$ cat src/rtl/alu_serial_pkg.sv
// alu_serial_pkg: op codes, flag bit positions, FSM states and op-class helpers for the serial ALU
package alu_serial_pkg;
  localparam logic [2:0] OP_ADD = 3'd0;
  localparam logic [2:0] OP_ADC = 3'd1;
  localparam logic [2:0] OP_SUB = 3'd2;
  localparam logic [2:0] OP_SBC = 3'd3;
  localparam logic [2:0] OP_AND = 3'd4;
  localparam logic [2:0] OP_XOR = 3'd5;
  localparam logic [2:0] OP_OR  = 3'd6;
  localparam logic [2:0] OP_CP  = 3'd7;
  localparam int FLAG_Z = 3;
  localparam int FLAG_N = 2;
  localparam int FLAG_H = 1;
  localparam int FLAG_C = 0;
  typedef enum logic {IDLE, RUN} state_t;
  function automatic logic is_sub(input logic [2:0] op);
    return op == OP_SUB || op == OP_SBC || op == OP_CP;
  endfunction
  function automatic logic is_logic(input logic [2:0] op);
    return op[2] && op != OP_CP;
  endfunction
endpackage

$ cat src/rtl/alu_nibble.sv
// alu_nibble: combinational 4-bit slice (a, b, cin, op -> result, cout); cout is borrow-out for sub/sbc/cp, 0 for logic ops
module alu_nibble
  import alu_serial_pkg::*;
(
  input  logic [3:0] a,
  input  logic [3:0] b,
  input  logic       cin,
  input  logic [2:0] op,
  output logic [3:0] result,
  output logic       cout
);
  logic [4:0] sum, diff;
  assign sum = {1'b0, a} + {1'b0, b} + {4'b0, cin};
  assign diff = {1'b0, a} - {1'b0, b} - {4'b0, cin};
  assign result = op == OP_AND ? a & b : op == OP_XOR ? a ^ b : op == OP_OR ? a | b : is_sub(op) ? diff[3:0] : sum[3:0];
  assign cout = is_logic(op) ? 1'b0 : is_sub(op) ? diff[4] : sum[4];
endmodule

$ cat src/rtl/alu_serial.sv
// alu_serial: nibble-serial ALU (start/alu_op/in_a/in_b/in_c -> ready/done/out/out_flags {Z,N,H,C}); ALU_SERIAL_BYPASS_EN makes and/xor/or single-cycle
module alu_serial
  import alu_serial_pkg::*;
#(
  parameter int WIDTH     = 8,
  parameter int HC_NIBBLE = 0
) (
  input  logic             clk,
  input  logic             rst,
  input  logic             start,
  input  logic [2:0]       alu_op,
  input  logic [WIDTH-1:0] in_a,
  input  logic [WIDTH-1:0] in_b,
  input  logic             in_c,
  output logic             ready,
  output logic             done,
  output logic [WIDTH-1:0] out,
  output logic [3:0]       out_flags
);
  localparam int NIBBLES = WIDTH / 4;
  localparam int CW = NIBBLES > 1 ? $clog2(NIBBLES) : 1;
  state_t state, state_next;
  logic [CW-1:0] cnt;
  logic [2:0] op_r;
  logic [WIDTH-1:0] a_r, b_r, res_sh, a_rot, res_next, byp_res;
  logic [3:0] nib_res, flags_next, byp_flags;
  logic carry, h_r, h_next, nib_cout, accept, bypass, last;
  alu_nibble u_nib (
    .a(a_r[3:0]),
    .b(b_r[3:0]),
    .cin(carry),
    .op(op_r),
    .result(nib_res),
    .cout(nib_cout)
  );
  // a rotates so it is whole again on the last nibble (CP returns it); result fills from the top
  assign a_rot = WIDTH'({a_r[3:0], a_r} >> 4);
  assign res_next = WIDTH'({nib_res, res_sh} >> 4);
  assign ready = state == IDLE;
`ifdef ALU_SERIAL_BYPASS_EN
  assign bypass = ready && start && is_logic(alu_op);
  assign byp_res = alu_op == OP_AND ? in_a & in_b : alu_op == OP_XOR ? in_a ^ in_b : in_a | in_b;
`else
  assign bypass = 1'b0;
  assign byp_res = '0;
`endif
  assign accept = ready && start && !bypass;
  assign last = state == RUN && cnt == CW'(NIBBLES - 1);
  assign h_next = cnt == CW'(HC_NIBBLE) ? nib_cout : h_r;
  always_comb state_next = accept ? RUN : last ? IDLE : state;
  always_comb begin
    flags_next = '0;
    flags_next[FLAG_Z] = res_next == '0;
    flags_next[FLAG_N] = is_sub(op_r);
    flags_next[FLAG_H] = is_logic(op_r) ? op_r == OP_AND : h_next;
    flags_next[FLAG_C] = nib_cout;
    byp_flags = '0;
    byp_flags[FLAG_Z] = byp_res == '0;
    byp_flags[FLAG_H] = alu_op == OP_AND;
  end
  always_ff @(posedge clk or posedge rst)
    if (rst) state <= IDLE;
    else state <= state_next;
  always_ff @(posedge clk or posedge rst)
    if (rst) begin
      cnt <= '0;
      op_r <= OP_ADD;
      a_r <= '0;
      b_r <= '0;
      res_sh <= '0;
      carry <= 1'b0;
      h_r <= 1'b0;
      out <= '0;
      out_flags <= '0;
      done <= 1'b0;
    end else begin
      done <= last || bypass;
      if (accept) begin
        op_r <= alu_op;
        a_r <= in_a;
        b_r <= in_b;
        cnt <= '0;
        h_r <= 1'b0;
        carry <= (alu_op == OP_ADC || alu_op == OP_SBC) && in_c;
      end else if (state == RUN) begin
        a_r <= a_rot;
        b_r <= b_r >> 4;
        res_sh <= res_next;
        carry <= nib_cout;
        h_r <= h_next;
        cnt <= last ? '0 : cnt + CW'(1);
      end
      if (last) begin
        out <= op_r == OP_CP ? a_rot : res_next;
        out_flags <= flags_next;
      end else if (bypass) begin
        out <= byp_res;
        out_flags <= byp_flags;
      end
    end
endmodule

$ cat config.mk
export PLATFORM = sky130hd
export DESIGN_NAME = alu_serial
export DESIGN_NICKNAME = d
export VERILOG_FILES = /design/src/rtl/alu_serial_pkg.sv /design/src/rtl/alu_nibble.sv /design/src/rtl/alu_serial.sv
export SDC_FILE = /design/constraint.sdc
export NUM_CORES = 1
export LEC_CHECK = 0
export CAP_MARGIN = 30
export CORE_MARGIN = 2
export CORE_UTILIZATION = 50
export CTS_BUF_LIST = sky130_fd_sc_hd__clkbuf_8
export DETAILED_ROUTE_END_ITERATION = 6
export PLACE_DENSITY = 0.75
export SLEW_MARGIN = 0
export SYNTH_ARGS = -nofsm -noshare
export SYNTH_HDL_FRONTEND = slang
export SYNTH_SLANG_ARGS = --single-unit
$ cat constraint.sdc
create_clock -name clk -period 6 [get_ports clk]
set_clock_uncertainty 0.2 [all_clocks]
set_input_delay 1.5 -clock clk [delete_from_list [all_inputs] [get_ports clk]]
set_output_delay 1.5 -clock clk [all_outputs]
set_load 0.05 [all_outputs]
==> results.yml, run 1 <==
cells_and_area:
  areaGrowthSynthToFinish_pct: 22.07
  layout.nets: 316
  nFillCells: 371
  antennaDiodeCount: 0
  final_util_pct: 64.47
  multi_input_comb_area_sq_um: 1211
  layout_commonest_cell: "dfrtp_1"
  fin_cells: 328
  layout_common_cells: "40 x dfrtp_1, 36 x clkdlybuf4s50_1, 35 x nand2_1"
  layout-drive-gt1-share_pct: 6.522
  regArea_sq_um: 1001
worst_setup_path:
  cp.required_ps: 4300
  slowest_stage: "clkdlybuf4s50_1"
  path_class: "reg2out"
  cp.depth: 2
  cp_top_family: "buffers and inverters"
  reg2reg_depth: 9
  cp_cell_sequence: "inv_1 > clkdlybuf4s50_1"
  path_buf_inv: 2
  cp-start-kind: "flip-flop"
  cp-end-kind: "output pin"
  cp.arrival_ps: 1580
  max_stage_delay_ps: 810
  cp_max_fo: 3
floorplan:
  rows: 24
  core_sq_um: 4444
  ios: 37
  start_util_pct: 52.82
  die-area_sq_um: 5258
  die_x_um: 72.52
  die_h_um: 72.52
drt:
  wl_per_cell_um: 14.97
  dr_wl_met2_um: 2309
  first_pass_iters: 4
  first_iter_violations: 124
  avgViaCountPerCell: 5.442
  drc: 0
  routed_wl_um: 4909
  met1_length_um: 2286
  met3WireLength_um: 263
  top_layer: "met4"
  drtAntennaViolNets: 0
  dr_total_vias: 1785
sta:
  worstMarginPinSlew_ps: 666.5
  min_period_ps: 3285
  rsz0062_at_grt: "no"
  max_freq_ghz: 0.3044
  fin_setup_tns_ps: 0
  slew_headroom_pct: 55.46
  setup_violations: 0
  finalCritPeriodShare_pct: 54.74
  hold_ws_ps: 286.2
  finalHoldViolations: 0
  slew_violations: 0
placement:
  gp_congestion: 0.8395
  dp_cells: 320
  dp_hpwl_um: 3674
  io_buffers: 36
clock_tree:
  path_clk_slew_ps: 80
  cts_buffers: 5
  cts.repair.resized: 0
  ctsHoldBuffers: 0
  cts.sinks: 40
  cts_tree: "built"
  clock_latency_ps: 300
  clock_path_buffers: 2
  post_cts_buffers: 0
  clock_tree.htree_level_count: 2
  clock-root-buffer: "clkbuf_8"
power:
  seq_power_share_pct: 29.6
  pwr-share-clk_pct: 13.5
  total_power_uw: 1751
  switchingPower_uw: 819.4
  leakage_uw: 0.001362
  power.density_nw_per_um2: 611.2
  p_sw_share_pct: 46.79
  ir_drop_mv: 0.2208
  p_int_uw: 931.8
  p_comb_share_pct: 56.9
synth:
  synth_top_area_share_pct: 42.64
  postSynthAreaPerCell_sq_um: 9.699
  netlist_area_sq_um: 2347
  synth_edf_count: 0
  yosysWarnings: 0
  syn-num-nets: 283
  yosysUniqueCellTypes: 40
  ys_seq_area_share_pct: 42.64
  synthCells: 242
  ys_seq_elements: 40
  synth_flop_cell: "dfrtp_1"
  netlist.top_cell.by_area: "dfrtp_1"
  synthTopCellsByArea: "dfrtp_1 43%, mux2i_1 11%, ha_1 7.5%"
  synthArstFlopShare_pct: 100.0
global_routing:
  antenna_found_initial: 0
  grt_max_degree: 41
  grt_first_pass_wirelength_um: 8418
  track_usage_pct: 20.87
  gr-total-overflow: 0
  grt_pass1_vias: 1712
hold_path:
  min_delay_path_depth: 2
  hold_path_class: "reg2reg"
run_status:
  status: "complete, no violations"
job:
  cap_violations: 0
[synthesized netlist by cell type, drive strengths merged (4+ instances only)]
cell type	number
dfrtp	40
nand2	35
o21ai	27
mux2i	26
nor2	20
inv	17
ha	14
a21oi	9
buf	9
nor2b	5
clkbuf	4
fa	4
[sequential cells by signal, indices dropped and copies added (netlist names)]
name / cells
a_r: 8
b_r: 8
out: 8
out_flags: 4
res_sh: 4
op_r: 3
carry: 1
cnt: 1
done: 1
h_r: 1
state: 1
[layer usage]
layer / track usage (%) / up-vias
li1: - / 883
met1: 29.14 / 843
met2: 33.23 / 53
met3: 4.444 / 6
met4: 5.556 / 0
met5: 0 / -
[kinds of logic after synthesis]
| kind of cell | after synthesis | share of synthesized area, % |
|---|---|---|
| adder cells (fa/ha/maj) | 18 | 10.87 |
| flip-flops | 40 | 42.64 |
| multiplexers | 28 | 12.05 |
| buffers and inverters | 30 | 5.757 |
| AO/OA/AOI/OAI | 52 | 13.43 |
| XOR/XNOR | 4 | 1.493 |
| AND/OR/NAND/NOR | 70 | 13.75 |
[through the flow]
stage          cell area [sq um]  worst slack (ps)
2_1_floorplan               2347              3368
3_3_place_gp                2716              2268
3_5_place_dp                2744              2825
4_1_cts                     2865              2701
5_1_grt                     2865              2636
6_report                    2865              2715
[final cells by class]
cell class	instances	share of cell area, %
clock inverter	2	1.354
clock buffer	6	2.882
inverter	17	2.227
timing repair buffer	39	14.06
tap	52	2.271
multi-input combinational	172	42.27
sequential	40	34.93
[worst paths after layout]
kind / slack, ps / endpoint / start
worst max-delay path: 2720 / ready / state
worst min-delay path: 290 / out[1] / out[1]
worst max register to register: 3210 / out[7] / a_r[0]
worst min register to register: 290 / out[1] / out[1]
max in group asynchronous: 3820 / out_flags[0] / rst
min in group asynchronous: 1420 / a_r[5] / rst
[power groups by stage]
stage	combinational (uW)	clock, uW	sequential (uW)
after floorplan	654	0	598
after global placement	965	0	518
after detailed placement	998	0	524
after CTS	1000	240	519
after global routing	1110	249	539
final	996	236	519
[worst reg2reg max path, stage by stage, from the launching register on]
cell	delay, ps
dfrtp_1	420
inv_1	140
fa_1	640
inv_1	60
ha_1	180
o21ai_0	200
and3b_1	200
o221ai_1	110
a32oi_1	360
o21ai_0	160
Note: power is estimated with default switching activity, not from simulation.
==> inputs of run 2 (changes only) <==
clock period = 3.4 ns   (was 6 ns; I/O delays follow)
==> run 2 against run 1 <==
- clock power grew 30%
- first-iteration DRC count decreased by 25%
- final area is 2.1% lower
- combinational power grew 75%
- power increased by 70%
- critical path depth unchanged
- global-route usage is 0.70 points higher
- count of clock-buffer cells in the layout shrank 1
==> results.yml, run 2 (synthesized netlist as in run 1, its figures left out) <==
run_status:
  status: "complete, no violations"
floorplan:
  core_sq_um: 4444
  ios: 37
  die_x_um: 72.52
  die-area_sq_um: 5258
  start_util_pct: 52.82
  rows: 24
  die_h_um: 72.52
sta:
  max_freq_ghz: 0.3729
  fin_setup_tns_ps: 0
  worstMarginPinSlew_ps: 634.1
  rsz0062_at_grt: "no"
  setup_violations: 0
  finalHoldViolations: 0
  slew_headroom_pct: 57.62
  min_period_ps: 2682
  finalCritPeriodShare_pct: 78.87
  slew_violations: 0
power:
  leakage_uw: 0.001333
  power.density_nw_per_um2: 1058
  ir_drop_mv: 0.4200
cells_and_area:
  layout_common_cells: "40 x dfrtp_1, 36 x clkdlybuf4s50_1, 35 x nand2_1"
  antennaDiodeCount: 0
  regArea_sq_um: 1001
  areaGrowthSynthToFinish_pct: 19.51
  multi_input_comb_area_sq_um: 1211
  layout.nets: 316
  nFillCells: 375
  final_util_pct: 63.12
  layout-drive-gt1-share_pct: 6.182
  fin_cells: 327
  layout_commonest_cell: "dfrtp_1"
  top_regs: "a_r: 8 flops, b_r: 8 flops, out: 8 flops"
clock_tree:
  cts.sinks: 40
  post_cts_buffers: 0
  ctsHoldBuffers: 0
  path_clk_slew_ps: 80
  clock-root-buffer: "clkbuf_8"
  clock_tree.htree_level_count: 2
  clock_path_buffers: 2
  clock_latency_ps: 290
  cts_tree: "built"
  cts_buffers: 5
  cts.repair.resized: 0
hold_path:
  hp-start: "out[2]"
  min_delay_path_depth: 2
  hold_end: "out[2]"
  hold_path_class: "reg2reg"
drt:
  dr_total_vias: 1803
  first_pass_iters: 4
  drtAntennaViolNets: 0
  drc: 0
  first_iter_violations: 93
  routed_wl_um: 5002
  avgViaCountPerCell: 5.514
  wl_per_cell_um: 15.30
worst_setup_path:
  max_stage_delay_ps: 820
  cp-end-kind: "output pin"
  cp-start-kind: "flip-flop"
  path_buf_inv: 2
  cp_cell_sequence: "inv_1 > clkdlybuf4s50_1"
  rrSetupSlack_ps: 770
  cp.required_ps: 2350
  reg2reg_depth: 8
  cp.arrival_ps: 1630
  cp_top_family: "buffers and inverters"
  path_class: "reg2out"
  cp_max_fo: 3
  r2r_end: "out_flags[3]"
  reg2reg_from: "a_r[0]"
  slowest_stage: "clkdlybuf4s50_1"
global_routing:
  grt_first_pass_wirelength_um: 8673
  grt_max_degree: 41
  antenna_found_initial: 0
  track_usage_pct: 21.56
  grt_pass1_vias: 1813
  gr-total-overflow: 0
placement:
  dp_hpwl_um: 3683
  io_buffers: 36
  dp_cells: 320
  gp_congestion: 0.9334
job:
  cap_violations: 0
==> run 2: changes by cell type in the layout (fill, tap and decap cells not counted) <==
cell / before / now
clkbuf_8: 6 / 5
clkinv_2: 0 / 1
clkinv_4: 1 / 0
buf_16: 1 / 0
buf_4: 2 / 3
bufinv_16: 1 / 0
clkinvlp_4: 0 / 1
==> run 2: power by group <==
part | switching (uW) | total (uW) | internal [uW]
registers | 231 | 918 | 686
clock network | 168 | 307 | 139
logic | 1030 | 1740 | 715
total | 1430 | 2970 | 1540
==> run 2: per-stage QoR <==
| step | setup WS (ps) | total power (uW) | hold WS [ps] | instance area, sq um |
|---|---|---|---|---|
| after floorplan | 1006 | 2210 | 249.2 | 2347 |
| after global placement | 822.7 | 2615 | 259.7 | 2724 |
| after detailed placement | 795.4 | 2663 | 272.4 | 2724 |
| after CTS | 700.1 | 2981 | 290.5 | 2805 |
| after global routing | 653.2 | 3231 | 311.2 | 2805 |
| final | 718.3 | 2969 | 283.8 | 2805 |
==> run 2: area by class of cell <==
cell class                      instances  share of cell area (%)
Sequential cell                        40                   35.68
Clock inverter                          2                  0.4460
Inverter                               17                   2.275
Timing Repair Buffer                   39                   13.65
Tap cell                               52                   2.319
Multi-Input combinational cell        172                   43.18
Clock buffer                            5                   2.453
==> run 2: routing by layer <==
layer / vias to the layer above / part of all wire [%] / wire length [um] / global-route usage, %
li1: 880 / - / - / -
met1: 851 / 46 / 2319 / 28.85
met2: 59 / 46 / 2291 / 34.76
met3: 13 / 5.5 / 273 / 5.000
met4: 0 / 2.4 / 118 / 7.202
met5: - / 0 / 0 / 0
==> run 2: worst register-to-register path: stages, from the launching register on <==
cell and delay (ps):
dfrtp_1 390, inv_1 140, fa_1 480, fa_1 420
xnor2_1 140, mux2i_1 170, mux2i_1 150, and3_1 190
a32o_1 230
==> run 2: worst max path at each step <==
stage	from	depth (start not counted)	endpoint	slack, ps
5_1_grt	a_r[0]	8	out[5]	650
2_1_floorplan	a_r[0]	8	out_flags[3]	1010
3_5_place_dp	a_r[0]	8	out_flags[3]	800
3_3_place_gp	a_r[0]	8	out_flags[3]	820
6_report	state	2	ready	720
4_1_cts	state	2	ready	700
==> inputs of run 3 (changes only) <==
PLACE_DENSITY = 0.78   (was 0.75)
clock period = 2.4 ns   (was 3.4 ns; I/O delays follow)
==> run 3 against run 2 <==
- the flow now finishes with violations (setup timing)
- routed wire length up 4.1%
- via count rose by 4.3%
- sequential cell count stayed put
- critical path depth is 6 higher
- first-iteration DRC count is the same
- setup slack worse by 730 ps
- cell count rose by 5.8%
- worst hold slack worse by 3.9 ps
- final area up 9.0%
- power up 65%
- clock power up 100%
- sequential power is 37% higher
- largest cell class unchanged
==> results.yml, run 3 (synthesized netlist as in run 1, its figures left out) <==
drt:
  first_pass_iters: 4
  dr_total_vias: 1881
  first_iter_violations: 93
  avgViaCountPerCell: 5.436
  drtAntennaViolNets: 0
  drc: 0
  wl_per_cell_um: 15.05
  routed_wl_um: 5209
sta:
  hold_ws_ps: 279.9
  worstMarginPinSlew_ps: 551.7
  finalCritPeriodShare_pct: 100.3
  finalHoldViolations: 0
  rsz0062_at_grt: "yes"
  slew_headroom_pct: 63.22
  setup_slack_ps: -8.138
  slew_violations: 0
  max_freq_ghz: 0.4153
  setup_violations: 1
  min_period_ps: 2408
floorplan:
  rows: 24
  die_h_um: 72.52
  die-area_sq_um: 5258
  core_sq_um: 4444
  die_x_um: 72.52
  ios: 37
  start_util_pct: 52.82
cells_and_area:
  layout_commonest_cell: "dfrtp_1"
  antennaDiodeCount: 0
  top_regs: "a_r: 8 flops, b_r: 8 flops, out: 8 flops"
  fin_area_sq_um: 3057
  areaGrowthSynthToFinish_pct: 30.22
  layout.nets: 334
  layout-drive-gt1-share_pct: 18.37
  nFillCells: 349
  layout_common_cells: "40 x dfrtp_1, 35 x nand2_1, 35 x clkdlybuf4s50_1"
  fin_cells: 346
power:
  power.density_nw_per_um2: 1598
  p_int_uw: 2682
  switchingPower_uw: 2205
  seq_power_share_pct: 25.8
  p_sw_share_pct: 45.12
  p_comb_share_pct: 61.6
  leakage_uw: 0.001456
  ir_drop_mv: 0.6081
  pwr-share-clk_pct: 12.6
worst_setup_path:
  cp_cell_sequence: "buf_6 > fa_2 > fa_2 > xnor2_1 > mux2i_1 > mux2i_1 > and3_1 > a32o_1"
  path_class: "reg2reg"
  max_stage_delay_ps: 410
  cp.arrival_ps: 2390
  cp_max_fo: 3
  cp-end-kind: "flip-flop"
  slowest_stage: "dfrtp_1"
  cp.required_ps: 2390
  cp-start-kind: "flip-flop"
placement:
  post-place-ws_ps: -138.4
  dp_cells: 337
  dpl_cell_area_sq_um: 2849
  gp_congestion: 0.8773
  io_buffers: 36
  dp_hpwl_um: 3789
global_routing:
  grt_first_pass_wirelength_um: 8818
  gr-total-overflow: 0
  grt_pass1_vias: 1870
  track_usage_pct: 22.19
  antenna_found_initial: 0
  grt_max_degree: 41
clock_tree:
  clock_tree.htree_level_count: 2
  cts.sinks: 40
  path_clk_slew_ps: 80
  cts_buffers: 5
  clock_latency_ps: 290
  cts_tree: "built"
  clock_path_buffers: 2
  clock-root-buffer: "clkbuf_8"
hold_path:
  hold_path_class: "reg2reg"
job:
  cap_violations: 0
run_status:
  failed_checks: "setup timing"
  status: "complete, but fails checks"
[run 3: cell types whose count changed in the layout (fill, tap and decap cells not counted), moves of 3 or more]
cell	before	now
buf_4	3	21
inv_1	17	14
inv_2	0	3
fa_2	0	4
fa_1	4	0
[run 3: path summary, 6_finish.rpt]
kind / to / cells past startpoint / from / slack (ps)
min in group asynchronous: a_r[5] / 3 / rst / 510
setup / recovery: out_flags[3] / 8 / b_r[0] / -8
hold / removal: out[4] / 2 / out[4] / 280
hold reg to reg: out[4] / 2 / out[4] / 280
setup reg to reg: out_flags[3] / 8 / b_r[0] / -8
max in group asynchronous: res_sh[7] / 3 / rst / 1130
[run 3: layout make-up]
class | instances | area (sq um) | area share [%]
Multi-Input combinational cell | 172 | 1281 | 41.92
Tap cell | 52 | 65.06 | 2.129
Clock inverter | 1 | 30.03 | 0.9824
Sequential cell | 40 | 1001 | 32.75
Clock buffer | 7 | 96.34 | 3.152
Timing Repair Buffer | 57 | 519.2 | 16.99
Inverter | 17 | 63.81 | 2.088
[run 3: power groups by stage]
| stage | sequential [uW] | clock, uW | combinational (uW) |
|---|---|---|---|
| finish | 1260 | 615 | 3010 |
| global route | 1300 | 643 | 3300 |
| CTS | 1250 | 621 | 2880 |
| detailed placement | 1260 | 0 | 2710 |
| global placement | 1250 | 0 | 2650 |
| floorplan | 1500 | 0 | 1640 |
[run 3: repair_timing]
action,4_1_cts,5_1_grt
hold buffers,0,0
pin swaps,11,8
buffers inserted,1,0
endpoints found under the hold margin,0,0
gates resized for setup,15,7
setup endpoints to repair,6,7
[run 3: through the flow]
| stage | utilization [%] | total power, uW | setup TNS, ps |
|---|---|---|---|
| detailed placement | 64.10 | 3966 | -361.0 |
| floorplan | - | 3130 | 0 |
| finish | 68.78 | 4886 | -8.138 |
| global placement | 64.10 | 3896 | -112.7 |
| CTS | 68.19 | 4751 | 0 |
| global route | 68.78 | 5249 | -269.9 |
[run 3: critical path, delay by kind of cell, from the launching register on]
kind / cells / cell delay [ps]
buffers and inverters: 1 / 130
AND/OR/NAND/NOR: 1 / 170
multiplexers: 2 / 320
AO/OA/AOI/OAI: 1 / 210
adder cells (fa/ha/maj): 2 / 720
flip-flops: 1 / 410
XOR/XNOR: 1 / 130
[run 3: metal layers]
metal  track usage, %  wire (um)  vias up
met5                0          0        -
met4            8.848        125        0
met3            4.444        225       13
met2            36.49       2511       67
met1            28.85       2346      880
li1                 -          -      921
